File: src/rtl/decoder_3to8_buf_if.sv
// Handshake and output bundle for decoder_3to8_buf.
// The master drives codes in and watches the decoded output; the slave is the decoder.
interface decoder_3to8_buf_if #(
    parameter int DEPTH = 4
);
    localparam int CW = $clog2(DEPTH) + 1;

    logic          in_valid;
    logic          in_ready;
    logic [2:0]    in_code;
    logic [7:0]    out;
    logic          out_valid;
    logic [CW-1:0] count;
    logic          busy;
    logic          state_dbg;

    modport master (
        output in_valid, in_code,
        input  in_ready, out, out_valid, count, busy, state_dbg
    );

    modport slave (
        input  in_valid, in_code,
        output in_ready, out, out_valid, count, busy, state_dbg
    );
endinterface

File: src/rtl/decoder_3to8_buf.sv
// Buffered 3-to-8 decoder: codes queue in a small FIFO and each is driven out
// as a registered one-hot byte held for HOLD cycles, back-to-back when more are queued.
module decoder_3to8_buf #(
    parameter int DEPTH = 4,
    parameter int HOLD  = 1
) (
    input logic               clk,
    input logic               rst,
    decoder_3to8_buf_if.slave bus
);
    localparam int AW = (DEPTH > 1) ? $clog2(DEPTH) : 1;
    localparam int CW = $clog2(DEPTH) + 1;
    localparam int HW = (HOLD > 1) ? $clog2(HOLD) : 1;
    localparam logic [CW-1:0] DEPTH_C = CW'(DEPTH);
    localparam logic [HW-1:0] HOLD_LD = HW'(HOLD - 1);

    typedef enum logic {
        S_IDLE = 1'b0,
        S_HOLD = 1'b1
    } state_t;

    logic [2:0]    mem [DEPTH];
    logic [AW-1:0] wr_ptr;
    logic [AW-1:0] rd_ptr;
    logic [CW-1:0] count_q;
    logic [HW-1:0] hold_cnt;
    logic [7:0]    out_q;
    logic          out_valid_q;
    state_t        state;

    logic          ready_w;
    logic          push;
    logic          pop;
    logic [2:0]    head;

    // in_valid/in_ready: a code transfers on any rising edge where both are high.
    // in_ready depends only on the registered count, so a pop never frees a slot
    // in the same cycle.
    assign ready_w = (count_q < DEPTH_C);
    assign push    = bus.in_valid && ready_w;
    assign pop     = (count_q != '0) && ((state == S_IDLE) || (hold_cnt == '0));
    assign head    = mem[rd_ptr];

    always_ff @(posedge clk) begin
        if (push) begin
            mem[wr_ptr] <= bus.in_code;
        end
    end

    always_ff @(posedge clk or posedge rst) begin
        if (rst) begin
            wr_ptr      <= '0;
            rd_ptr      <= '0;
            count_q     <= '0;
            hold_cnt    <= '0;
            out_q       <= 8'h00;
            out_valid_q <= 1'b0;
            state       <= S_IDLE;
        end else begin
            if (push) begin
                wr_ptr <= wr_ptr + 1'b1;
            end
            if (pop) begin
                rd_ptr <= rd_ptr + 1'b1;
            end
            case ({push, pop})
                2'b10:   count_q <= count_q + 1'b1;
                2'b01:   count_q <= count_q - 1'b1;
                default: count_q <= count_q;
            endcase

            case (state)
                S_IDLE: begin
                    if (pop) begin
                        out_q       <= 8'h01 << head;
                        out_valid_q <= 1'b1;
                        hold_cnt    <= HOLD_LD;
                        state       <= S_HOLD;
                    end
                end
                S_HOLD: begin
                    if (hold_cnt != '0) begin
                        hold_cnt <= hold_cnt - 1'b1;
                    end else if (pop) begin
                        // Next word follows with no idle cycle in between.
                        out_q    <= 8'h01 << head;
                        hold_cnt <= HOLD_LD;
                    end else begin
                        out_q       <= 8'h00;
                        out_valid_q <= 1'b0;
                        state       <= S_IDLE;
                    end
                end
                default: state <= S_IDLE;
            endcase
        end
    end

    assign bus.in_ready  = ready_w;
    assign bus.out       = out_q;
    assign bus.out_valid = out_valid_q;
    assign bus.count     = count_q;
    assign bus.busy      = out_valid_q || (count_q != '0);
    assign bus.state_dbg = state;
endmodule
File: src/flat_wrapper.sv
// flat-port wrapper written by rule: the top's interface ports become plain ports
module decoder_3to8_buf_flat 
#(
    parameter int DEPTH = 4,
    parameter int HOLD  = 1
)
  (clk, rst, bus_in_valid, bus_in_code, bus_in_ready, bus_out, bus_out_valid, bus_count, bus_busy, bus_state_dbg);
  decoder_3to8_buf_if #(.DEPTH(DEPTH)) bus_i ();
  input logic clk;
  input logic rst;
  input wire logic [$bits(bus_i.in_valid)-1:0] bus_in_valid;
  input wire logic [$bits(bus_i.in_code)-1:0] bus_in_code;
  output wire logic [$bits(bus_i.in_ready)-1:0] bus_in_ready;
  output wire logic [$bits(bus_i.out)-1:0] bus_out;
  output wire logic [$bits(bus_i.out_valid)-1:0] bus_out_valid;
  output wire logic [$bits(bus_i.count)-1:0] bus_count;
  output wire logic [$bits(bus_i.busy)-1:0] bus_busy;
  output wire logic [$bits(bus_i.state_dbg)-1:0] bus_state_dbg;
  assign bus_i.in_valid = bus_in_valid;
  assign bus_i.in_code = bus_in_code;
  assign bus_in_ready = bus_i.in_ready;
  assign bus_out = bus_i.out;
  assign bus_out_valid = bus_i.out_valid;
  assign bus_count = bus_i.count;
  assign bus_busy = bus_i.busy;
  assign bus_state_dbg = bus_i.state_dbg;
  decoder_3to8_buf #(.DEPTH(DEPTH), .HOLD(HOLD)) u_core (.clk(clk), .rst(rst), .bus(bus_i));
endmodule
File: config.mk
export PLATFORM = sky130hd
export DESIGN_NAME = decoder_3to8_buf_flat
export DESIGN_NICKNAME = d
export VERILOG_FILES = /design/src/rtl/decoder_3to8_buf_if.sv /design/src/rtl/decoder_3to8_buf.sv /design/src/flat_wrapper.sv
export SDC_FILE = /design/constraint.sdc
export NUM_CORES = 1
export LEC_CHECK = 0
export BUFFER_PORTS_ARGS = -buffer_cell sky130_fd_sc_hd__buf_2
export CAP_MARGIN = 20
export CORE_ASPECT_RATIO = 1.25
export CORE_MARGIN = 10
export CORE_UTILIZATION = 35
export DETAILED_ROUTE_END_ITERATION = 6
export SYNTH_ARGS = -nofsm -noshare
export SYNTH_HDL_FRONTEND = slang
export SYNTH_SLANG_ARGS = --single-unit
File: constraint.sdc
create_clock -name clk -period 2.4 [get_ports clk]
set_input_delay 0.48 -clock clk [delete_from_list [all_inputs] [get_ports clk]]
set_output_delay 0.48 -clock clk [all_outputs]
set_load 0.005 [all_outputs]
==> results_dict.tcl, run 1 <==
set metrics [dict create \
    tritoncts.num_buffers 5 \
    largest_net_degree_at_the_start_of_global_routing 18 \
    clock-root-buffer "sky130_fd_sc_hd__clkbuf_8" \
    post_synth_mux_area_share 0.0753 \
    synthXorXnorAreaFrac 0.0411 \
    ant_nets 0 \
    worst_r2r_endpoint "u_core.bus.count[2]" \
    routed_wl_um 2190 \
    netlist_area_um2 1280 \
    post_synth_top_area_share 0.333 \
    timing.critical_path.from_type "flip-flop" \
    register_area_share_after_synthesis 0.614 \
    required_worst_endpoint_ps 2560 \
    worst_clock_skew_ps 5.76 \
    worst-path-max-fanout 5 \
    grt_setup_unrepaired "false" \
    synth.ff_latch_count 29 \
    synth_compound_area_frac 0.0616 \
    fin_crit_ps 1990 \
    critical-path-slowest-cell "sky130_fd_sc_hd__nor3_1" \
    die_width_um 74.1 \
    clock_transition_at_the_registers_of_the_reported_paths_ps 60 \
    transition_at_the_pin_with_the_smallest_max_transition_slack_ps 670 \
    initial_utilization 0.364 \
    reg2reg_from "u_core.bus.count[0]" \
    detailedRoute.firstPassIterationCount 4 \
    worst-r2r-cell-count 8 \
    floorplan_die_area_um2 6490 \
    synth-edff-count 12 \
    via_count 728 \
    avgViaCountPerCell 4.76 \
    area_growth_syn_to_layout_pct 17.4 \
    ys_top_cells_by_count "sky130_fd_sc_hd__dfrtp_1, sky130_fd_sc_hd__edfxtp_1, sky130_fd_sc_hd__inv_1" \
    path_buf_inv 2 \
    synthSimpleGateAreaFrac 0.0822 \
    max_slew_margin 0.553 \
    worst-setup-path-type "reg -> reg" \
    worstPathCellList "nor3_1 > inv_1 > ha_1 > inv_1 > fa_1 > xor2_1 > nor2_1 > xnor2_1" \
    hpwlAfterDp_um 1730 \
    cts_hold_buffers 0 \
    grt_use_total 0.0721 \
    post-route-period-util 0.829 \
    finalSetupTns_ps 0 \
    htreeDepth 2 \
    fp.coreArea_um2 3510 \
    fmax_mhz 503 \
    drtIter0Drc 10 \
    die_height_um 87.6 \
    synth_area_leaders "sky130_fd_sc_hd__dfrtp_1, sky130_fd_sc_hd__edfxtp_1, sky130_fd_sc_hd__ha_1" \
    fin_util 0.427 \
    power.density_nw_per_um2 1280 \
    hold_class "in -> async" \
    placer_congestion_estimate 0.785 \
    max_capacitance_violation_total 0 \
    critical_path.endpoint "u_core.bus.count[2]" \
    clk-insertion-delay-late_ps 270 \
    synth_most_common_cell "sky130_fd_sc_hd__dfrtp_1" \
    vdd_ir_drop_max_mv 0.755 \
    number_of_instances_resized_during_post_cts_repair 0 \
    critical-path-top-cell-by-count "sky130_fd_sc_hd__inv_1" \
    io_buffers 20 \
    drc_errors 0 \
    pin_count 21 \
    yosysWarningCount 0 \
    synthesis.nets 101 \
    ys_types 27 \
    end_kind "flip-flop" \
    grt_pass1_wl_um 3550 \
    routed_wire_length_per_instance_um 14.3 \
    synth_adder_area_share 0.0744 \
    synth_top_family_by_area "simple AND/OR/NAND/NOR gates" \
    max-clock-path-buffers 2 \
    r2r_setup_slack_ps 410 \
    hold_violations 0 \
    cp-startpoint "u_core.bus.count[0]" \
    first_global_vias 766 \
    num-nets-final 126 \
    synthCells 88 \
    number_of_rows_created_at_floorplan 24 \
    syn_avg_cell_area_um2 14.5 \
    path_depth 8 \
    diodes 0 \
    kind_of_cell_adding_the_most_delay_to_the_critical_path "simple AND/OR/NAND/NOR gates" \
    report.final.slew_viol_count 0 \
    grt_overflow 0 \
    cp_slowest_stage_delay_ps 470 \
    async_reset_ff_frac 0.586 \
    cts_post_setup_buffers_inserted 0 \
    timing.critical_path.arrival_ps 2150 \
    final_layout_size_suffix_gt1_frac 0.298 \
    tritoncts "built" \
    setup_viol_count_final 0 \
    outcome "finished, final reports clean" \
    power.leakage_nw 0.699 \
    yosysTopAreaCell "sky130_fd_sc_hd__dfrtp_1" \
    cts_num_sinks 29 \
    grt_antenna_before_repair 0 \
    ys_dominant_reg_cell "sky130_fd_sc_hd__dfrtp_1" \
]
-- cell type report --
cell class / count / area (µm²)
Tap cell: 39 / 48.8
Multi-Input combinational cell: 44 / 428
Sequential cell: 29 / 786
Clock buffer: 5 / 68.8
Clock inverter: 3 / 17.5
Timing Repair Buffer: 21 / 108
Fill cell: 331 / 2010
Inverter: 12 / 45.0
-- power breakdown --
part	switching (W)	leakage [nW]	internal, W
combinational	0.000358	0.331	0.000370
sequential	0.000122	0.322	0.000694
clock	0.000179	0.0455	0.000200
-- sequential cells by signal, indices dropped and copies added, names as in the netlist --
name,flops
u_core.bus.state_dbg,1
u_core.wr_ptr,2
u_core.rd_ptr,2
u_core.bus.count,3
u_core.bus.out_valid,1
u_core.bus.out,8
u_core.mem,12
-- worst register-to-register path, delay by kind of cell, from the launching register on --
family,cells,cell delay [ps]
buffers and inverters,2,230
adders and majority gates,2,430
DFF,1,420
xor gates and xnor gates,2,270
and+or+nand+nor,2,530
-- worst min-delay path by stage --
stage                                      to  cells past startpoint
after detailed placement    u_core.bus.out[6]                      2
final                       u_core.bus.out[1]                      2
after global placement      u_core.bus.out[4]                      2
after global routing      u_core.bus.count[0]                      2
after CTS                   u_core.bus.out[1]                      2
after floorplan           u_core.bus.count[0]                      1
-- layer usage --
metal | track usage | up-vias | part of all wire
met1 | 0.0721 | 349 | 0.40
li1 | - | 356 | -
met2 | 0.118 | 19 | 0.51
met4 | 0.0306 | 0 | 0.0096
met5 | 0 | - | 0
met3 | 0.0430 | 4 | 0.079
-- through the flow --
stage	power (W)	area [µm²]	hold WS [ps]	instances	setup WS [ps]
finish	0.00192	1500	295	153	410
global route	0.00209	1500	346	153	268
CTS	0.00197	1500	319	153	394
detailed placement	0.00158	1420	469	145	407
global placement	0.00155	1420	459	145	427
floorplan	0.00134	1280	406	88	583
-- cells in the final DEF (no fill, tap or decap), types with 2 or more instances in the layout --
cell type                  synthesis  routed
sky130_fd_sc_hd__clkbuf_8          0       5
sky130_fd_sc_hd__xnor2_1           5       5
sky130_fd_sc_hd__edfxtp_1         12      12
sky130_fd_sc_hd__mux4_1            2       2
sky130_fd_sc_hd__nand2_1           6       6
sky130_fd_sc_hd__ha_1              6       6
sky130_fd_sc_hd__dfrtp_1          17      17
sky130_fd_sc_hd__o31ai_1           4       4
sky130_fd_sc_hd__buf_2             1      20
sky130_fd_sc_hd__a32o_2            3       3
sky130_fd_sc_hd__and2_1            4       4
sky130_fd_sc_hd__inv_1            12      12
-- cells by family (layout without fill, tap and decap cells) --
family | Yosys count | in the layout
AO/OA/AOI/OAI | 9 | 9
flip-flops | 29 | 29
multiplexers | 5 | 5
XOR/XNOR | 6 | 6
adder cells (fa/ha/maj) | 7 | 7
AND/OR/NAND/NOR | 17 | 17
buffers and inverters | 15 | 41
No activity file was read; power rests on OpenSTA's default activity.
==> run 2: changes to the inputs <==
==> constraint.sdc (replaced) <==
create_clock -name clk -period 1.7 [get_ports clk]
set_input_delay 0.34 -clock clk [delete_from_list [all_inputs] [get_ports clk]]
set_output_delay 0.34 -clock clk [all_outputs]
set_load 0.005 [all_outputs]
==> run 2 against run 1 <==
Final cell count increased by 2.0%. Flip-flop and latch count unchanged. Critical path depth decreased by 5. First-iteration DRC count increased by 40%. Clock power increased by 43%. Worst hold slack got worse by 150 ps. Core utilization increased by 1.2 points. Critical path type unchanged. Critical endpoint is now u_core.bus.out[3]. Largest cell class unchanged.
==> results_dict.tcl, run 2 (synthesis gave the netlist of run 1 again) <==
set metrics [dict create \
    power.density_nw_per_um2 1820 \
    grt_pass1_wl_um 3490 \
    avgViaCountPerCell 4.78 \
    hold_violations 0 \
    drc_errors 0 \
    via_count 745 \
    reg2reg_from "u_core.rd_ptr[0]" \
    max_slew_margin 0.552 \
    multi_input_gate_area_in_the_final_layout_um2 448 \
    clock-root-buffer "sky130_fd_sc_hd__clkbuf_8" \
    clock_transition_at_the_registers_of_the_reported_paths_ps 60 \
    fin_util 0.440 \
    kind_of_cell_adding_the_most_delay_to_the_critical_path "multiplexers" \
    clk-insertion-delay-late_ps 280 \
    worstPathCellList "mux4_2 > nor3b_4 > a32o_2" \
    ant_nets 0 \
    path_buf_inv 0 \
    number_of_rows_created_at_floorplan 24 \
    pre_cts_ws_ps 12.2 \
    vdd_ir_drop_max_mv 0.803 \
    seq_area_um2 787 \
    fmax_mhz 629 \
    cts_num_sinks 29 \
    timing.critical_path.arrival_ps 1810 \
    n_fill_cell 329 \
    end_kind "flip-flop" \
    die_height_um 87.6 \
    drtIter0Drc 14 \
    die_width_um 74.1 \
    report.final.slew_viol_count 0 \
    floorplan_die_area_um2 6490 \
    layout_common_cells "sky130_fd_sc_hd__buf_2, sky130_fd_sc_hd__dfrtp_1, sky130_fd_sc_hd__edfxtp_1" \
    tritoncts "built" \
    cts_hold_buffers 0 \
    worst-path-max-fanout 5 \
    htreeDepth 2 \
    grt_setup_unrepaired "false" \
    largest_register_ff_count 12 \
    cp-startpoint "u_core.rd_ptr[0]" \
    finalSetupTns_ps 0 \
    grt_use_total 0.0712 \
    worst_slack_ps 110 \
    final_layout_size_suffix_gt1_frac 0.368 \
    cts_post_setup_buffers_inserted 0 \
    worst_clock_skew_ps 5.74 \
    diodes 0 \
    routed_wire_length_per_instance_um 14.1 \
    detailedRoute.firstPassIterationCount 3 \
    grt_overflow 0 \
    outcome "finished, final reports clean" \
    max_capacitance_violation_total 0 \
    critical-path-slowest-cell "sky130_fd_sc_hd__mux4_2" \
    largest_net_degree_at_the_start_of_global_routing 18 \
    num-nets-final 129 \
    timing.critical_path.from_type "flip-flop" \
    grt_antenna_before_repair 0 \
    worst-setup-path-type "reg -> reg" \
    max-clock-path-buffers 2 \
    first_global_vias 795 \
    transition_at_the_pin_with_the_smallest_max_transition_slack_ps 672 \
    largest_register "u_core.mem" \
    power.leakage_nw 0.713 \
    area_growth_syn_to_layout_pct 20.8 \
    layout.cells.most_common "sky130_fd_sc_hd__buf_2" \
    placer_congestion_estimate 0.780 \
    routed_wl_um 2190 \
    fp.coreArea_um2 3510 \
    tritoncts.num_buffers 5 \
    initial_utilization 0.364 \
    cp_slowest_stage_delay_ps 580 \
    hold_class "in -> async" \
    required_worst_endpoint_ps 1920 \
    hpwlAfterDp_um 1710 \
    post-route-period-util 0.935 \
    io_buffers 20 \
    setup_viol_count_final 0 \
    fin_crit_ps 1590 \
    pin_count 21 \
]
==> run 2: changes by cell type in the layout (fill, tap and decap cells not counted), sizes merged <==
cell	before	now
clkinv	3	2
buf	21	24
clkinvlp	0	1
==> run 2: metrics by stage <==
stage          hold slack [ps]  instances  instance area [µm²]  total power, W
6_report                   150        156                 1550         0.00282
5_1_grt                    214        156                 1550         0.00304
4_1_cts                    183        156                 1530         0.00283
3_5_place_dp               465        148                 1440         0.00228
3_3_place_gp               459        148                 1440         0.00222
2_1_floorplan              266         88                 1280         0.00190
==> run 2: metal layers <==
| metal | global-route usage | wire, µm | vias up |
|---|---|---|---|
| met5 | 0 | 0 | - |
| li1 | - | - | 361 |
| met1 | 0.0667 | 833 | 361 |
| met2 | 0.122 | 1120 | 18 |
| met4 | 0.0255 | 30 | 0 |
| met3 | 0.0453 | 207 | 5 |
==> run 2: where the power goes <==
part           internal [W]  switching [W]  leakage [nW]  total (W)
clock              0.000281       0.000259        0.0439   0.000540
sequential         0.000981       0.000169         0.321    0.00115
combinational      0.000583       0.000541         0.348    0.00112
==> run 2: final timing paths <==
| kind | end | slack [ps] | cells past startpoint |
|---|---|---|---|
| min in group clk | u_core.mem[3][2] | 280 | 1 |
| worst max register to register | u_core.bus.out[3] | 110 | 3 |
| worst max-delay path | u_core.bus.out[3] | 110 | 3 |
| max in group asynchronous | u_core.bus.count[2] | 1080 | 2 |
| worst min register to register | u_core.bus.out[4] | 480 | 2 |
| worst min-delay path | u_core.wr_ptr[0] | 150 | 2 |
==> run 2: layout make-up <==
type / count / area share
sequential: 29 / 0.509
multi-input combinational: 44 / 0.290
timing repair buffer: 24 / 0.0842
clock buffer: 5 / 0.0445
tap: 39 / 0.0316
inverter: 12 / 0.0291
clock inverter: 3 / 0.0113
==> run 2: repair_timing <==
action,4_1_cts,5_1_grt
setup endpoints to repair,1,1
pin swaps,0,2
resized for setup,2,3
==> run 3: changes to the inputs <==
--- a/config.mk
+++ b/config.mk
@@ -7,7 +7,7 @@
 export LEC_CHECK = 0
 export BUFFER_PORTS_ARGS = -buffer_cell sky130_fd_sc_hd__buf_2
 export CAP_MARGIN = 20
-export CORE_ASPECT_RATIO = 1.25
+export CORE_ASPECT_RATIO = 1.5
 export CORE_MARGIN = 10
 export CORE_UTILIZATION = 35
 export DETAILED_ROUTE_END_ITERATION = 6
==> run 3 against run 2 <==
Global-route usage up 0.54 points. Sequential share of layout area down 1.2 points. Maximum frequency down 3.8%. Critical path depth up 1. Largest power group unchanged.
==> results_dict.tcl, run 3 (synthesis gave the netlist of run 1 again) <==
set metrics [dict create \
    worst_r2r_endpoint "u_core.bus.out[3]" \
    routed_wire_length_per_instance_um 14.1 \
    placer_congestion_estimate 0.716 \
    pwr-share-clk 0.231 \
    first_global_vias 854 \
    ant_nets 0 \
    layout_common_cells "sky130_fd_sc_hd__buf_2, sky130_fd_sc_hd__dfrtp_1, sky130_fd_sc_hd__edfxtp_1" \
    cellInternalPower_w 0.00202 \
    report.final.slew_viol_count 0 \
    drtIter0Drc 33 \
    outcome "finished, final reports clean" \
    end_kind "flip-flop" \
    final_layout_size_suffix_gt1_frac 0.381 \
    clk-insertion-delay-late_ps 280 \
    die_width_um 69.4 \
    power.leakage_nw 0.726 \
    hold_violations 0 \
    largest_net_degree_at_the_start_of_global_routing 18 \
    worst-setup-path-type "reg -> reg" \
    hold_class "in -> async" \
    pin_count 21 \
    max-clock-path-buffers 2 \
    num-nets-final 130 \
    pre_cts_ws_ps 10.8 \
    grt_setup_unrepaired "true" \
    drc_errors 0 \
    floorplan_die_area_um2 6520 \
    power_switching_share 0.330 \
    p_comb_frac 0.382 \
    max_capacitance_violation_total 0 \
    setup_viol_count_final 0 \
    grt_overflow 0 \
    avgViaCountPerCell 4.69 \
    diodes 0 \
    largest_register_ff_count 12 \
    post-route-period-util 0.972 \
    fin_total_pwr_w 0.00302 \
    transition_at_the_pin_with_the_smallest_max_transition_slack_ps 691 \
    htreeDepth 2 \
    max_slew_margin 0.539 \
    clock-root-buffer "sky130_fd_sc_hd__clkbuf_8" \
    io_buffers 20 \
    hold_ws_ps 156 \
    vdd_ir_drop_max_mv 0.841 \
    fin_crit_ps 1650 \
    reg2reg_from "u_core.bus.count[2]" \
    worst_slack_ps 47.1 \
    fin_util 0.457 \
    grt_use_total 0.0766 \
    r2r_setup_slack_ps 50 \
    seq_area_um2 790 \
    via_count 750 \
    cts_num_sinks 29 \
    worst-path-max-fanout 4 \
    timing.critical_path.arrival_ps 1820 \
    cts_hold_buffers 0 \
    grt_pass1_wl_um 3880 \
    worst_clock_skew_ps 1.37 \
    number_of_rows_created_at_floorplan 26 \
    routed_wl_um 2250 \
    hpwlAfterDp_um 1730 \
    p_seq_frac 0.387 \
    tritoncts "built" \
    grt_antenna_before_repair 0 \
    timing.critical_path.from_type "flip-flop" \
    die_height_um 94.0 \
    power.density_nw_per_um2 1900 \
    tritoncts.num_buffers 5 \
    n_fill_cell 318 \
    layout.cells.most_common "sky130_fd_sc_hd__buf_2" \
    initial_utilization 0.367 \
    largest_register "u_core.mem" \
    detailedRoute.firstPassIterationCount 4 \
    required_worst_endpoint_ps 1870 \
    fp.coreArea_um2 3480 \
    total_switching_power_w 0.000995 \
    fmax_mhz 605 \
    worst-r2r-cell-count 4 \
    clock_transition_at_the_registers_of_the_reported_paths_ps 60 \
    area_growth_syn_to_layout_pct 24.3 \
    multi_input_gate_area_in_the_final_layout_um2 454 \
]
run 3: cell types whose count changed in the layout (fill, tap and decap cells not counted):
cell                        before  now
sky130_fd_sc_hd__buf_4           4    5
sky130_fd_sc_hd__bufinv_16       0    1
sky130_fd_sc_hd__clkinv_1        0    1
sky130_fd_sc_hd__clkinv_2        2    0
sky130_fd_sc_hd__dfrtp_1        16   14
sky130_fd_sc_hd__dfrtp_2         1    3
sky130_fd_sc_hd__nor3_2          1    0
sky130_fd_sc_hd__nor3_4          0    1
run 3: power by group through the flow:
stage          Combinational (W)  Clock, W  Sequential, W
5_1_grt                  0.00132  0.000738        0.00120
6_report                 0.00115  0.000697        0.00117
3_5_place_dp             0.00110         0        0.00117
2_1_floorplan           0.000764         0        0.00114
3_3_place_gp             0.00107         0        0.00115
4_1_cts                  0.00111  0.000709        0.00116
run 3: worst max path at each step:
stage | slack (ps) | depth (start not counted) | startpoint | to
after floorplan | 20 | 8 | u_core.bus.count[0] | u_core.bus.count[2]
after global placement | 60 | 9 | bus_in_valid | u_core.bus.count[2]
after detailed placement | 10 | 9 | bus_in_valid | u_core.bus.count[2]
after CTS | 20 | 8 | u_core.bus.count[2] | u_core.bus.count[2]
after global routing | -10 | 8 | u_core.bus.count[2] | u_core.bus.count[2]
final | 50 | 4 | u_core.bus.count[2] | u_core.bus.out[3]
run 3: through the flow:
step | TNS [ps] | instance area, µm² | instances
global placement | 0 | 1450 | 151
floorplan | 0 | 1280 | 88
global route | -13.1 | 1590 | 160
detailed placement | 0 | 1450 | 151
CTS | 0 | 1560 | 159
finish | 0 | 1590 | 160
run 3: cell type report:
type,instances,area share
Clock buffer,5,0.0433
Clock inverter,3,0.0260
Inverter,12,0.0283
Multi-Input combinational cell,44,0.286
Sequential cell,29,0.497
Tap cell,42,0.0331
Timing Repair Buffer,25,0.0866
run 3: worst max-delay path, stage by stage, from the launching register on:
cell and delay, ps:
sky130_fd_sc_hd__dfrtp_2 440, sky130_fd_sc_hd__buf_4 150, sky130_fd_sc_hd__or4b_1 500, sky130_fd_sc_hd__nor3b_4 190, sky130_fd_sc_hd__a32o_2 270
run 3: layer usage:
metal / vias to the layer above / GRT usage / wire length, µm / part of all wire
met2: 20 / 0.129 / 1190 / 0.53
li1: 365 / - / - / -
met4: 0 / 0.0539 / 67 / 0.030
met3: 6 / 0.0434 / 161 / 0.072
met5: - / 0 / 0 / 0
met1: 359 / 0.0675 / 830 / 0.37
run 3: timing repair:
| action | 4_1_cts | 5_1_grt |
|---|---|---|
| setup endpoints to repair | 0 | 3 |
| setup buffers | 0 | 1 |
| resized for setup | 0 | 8 |
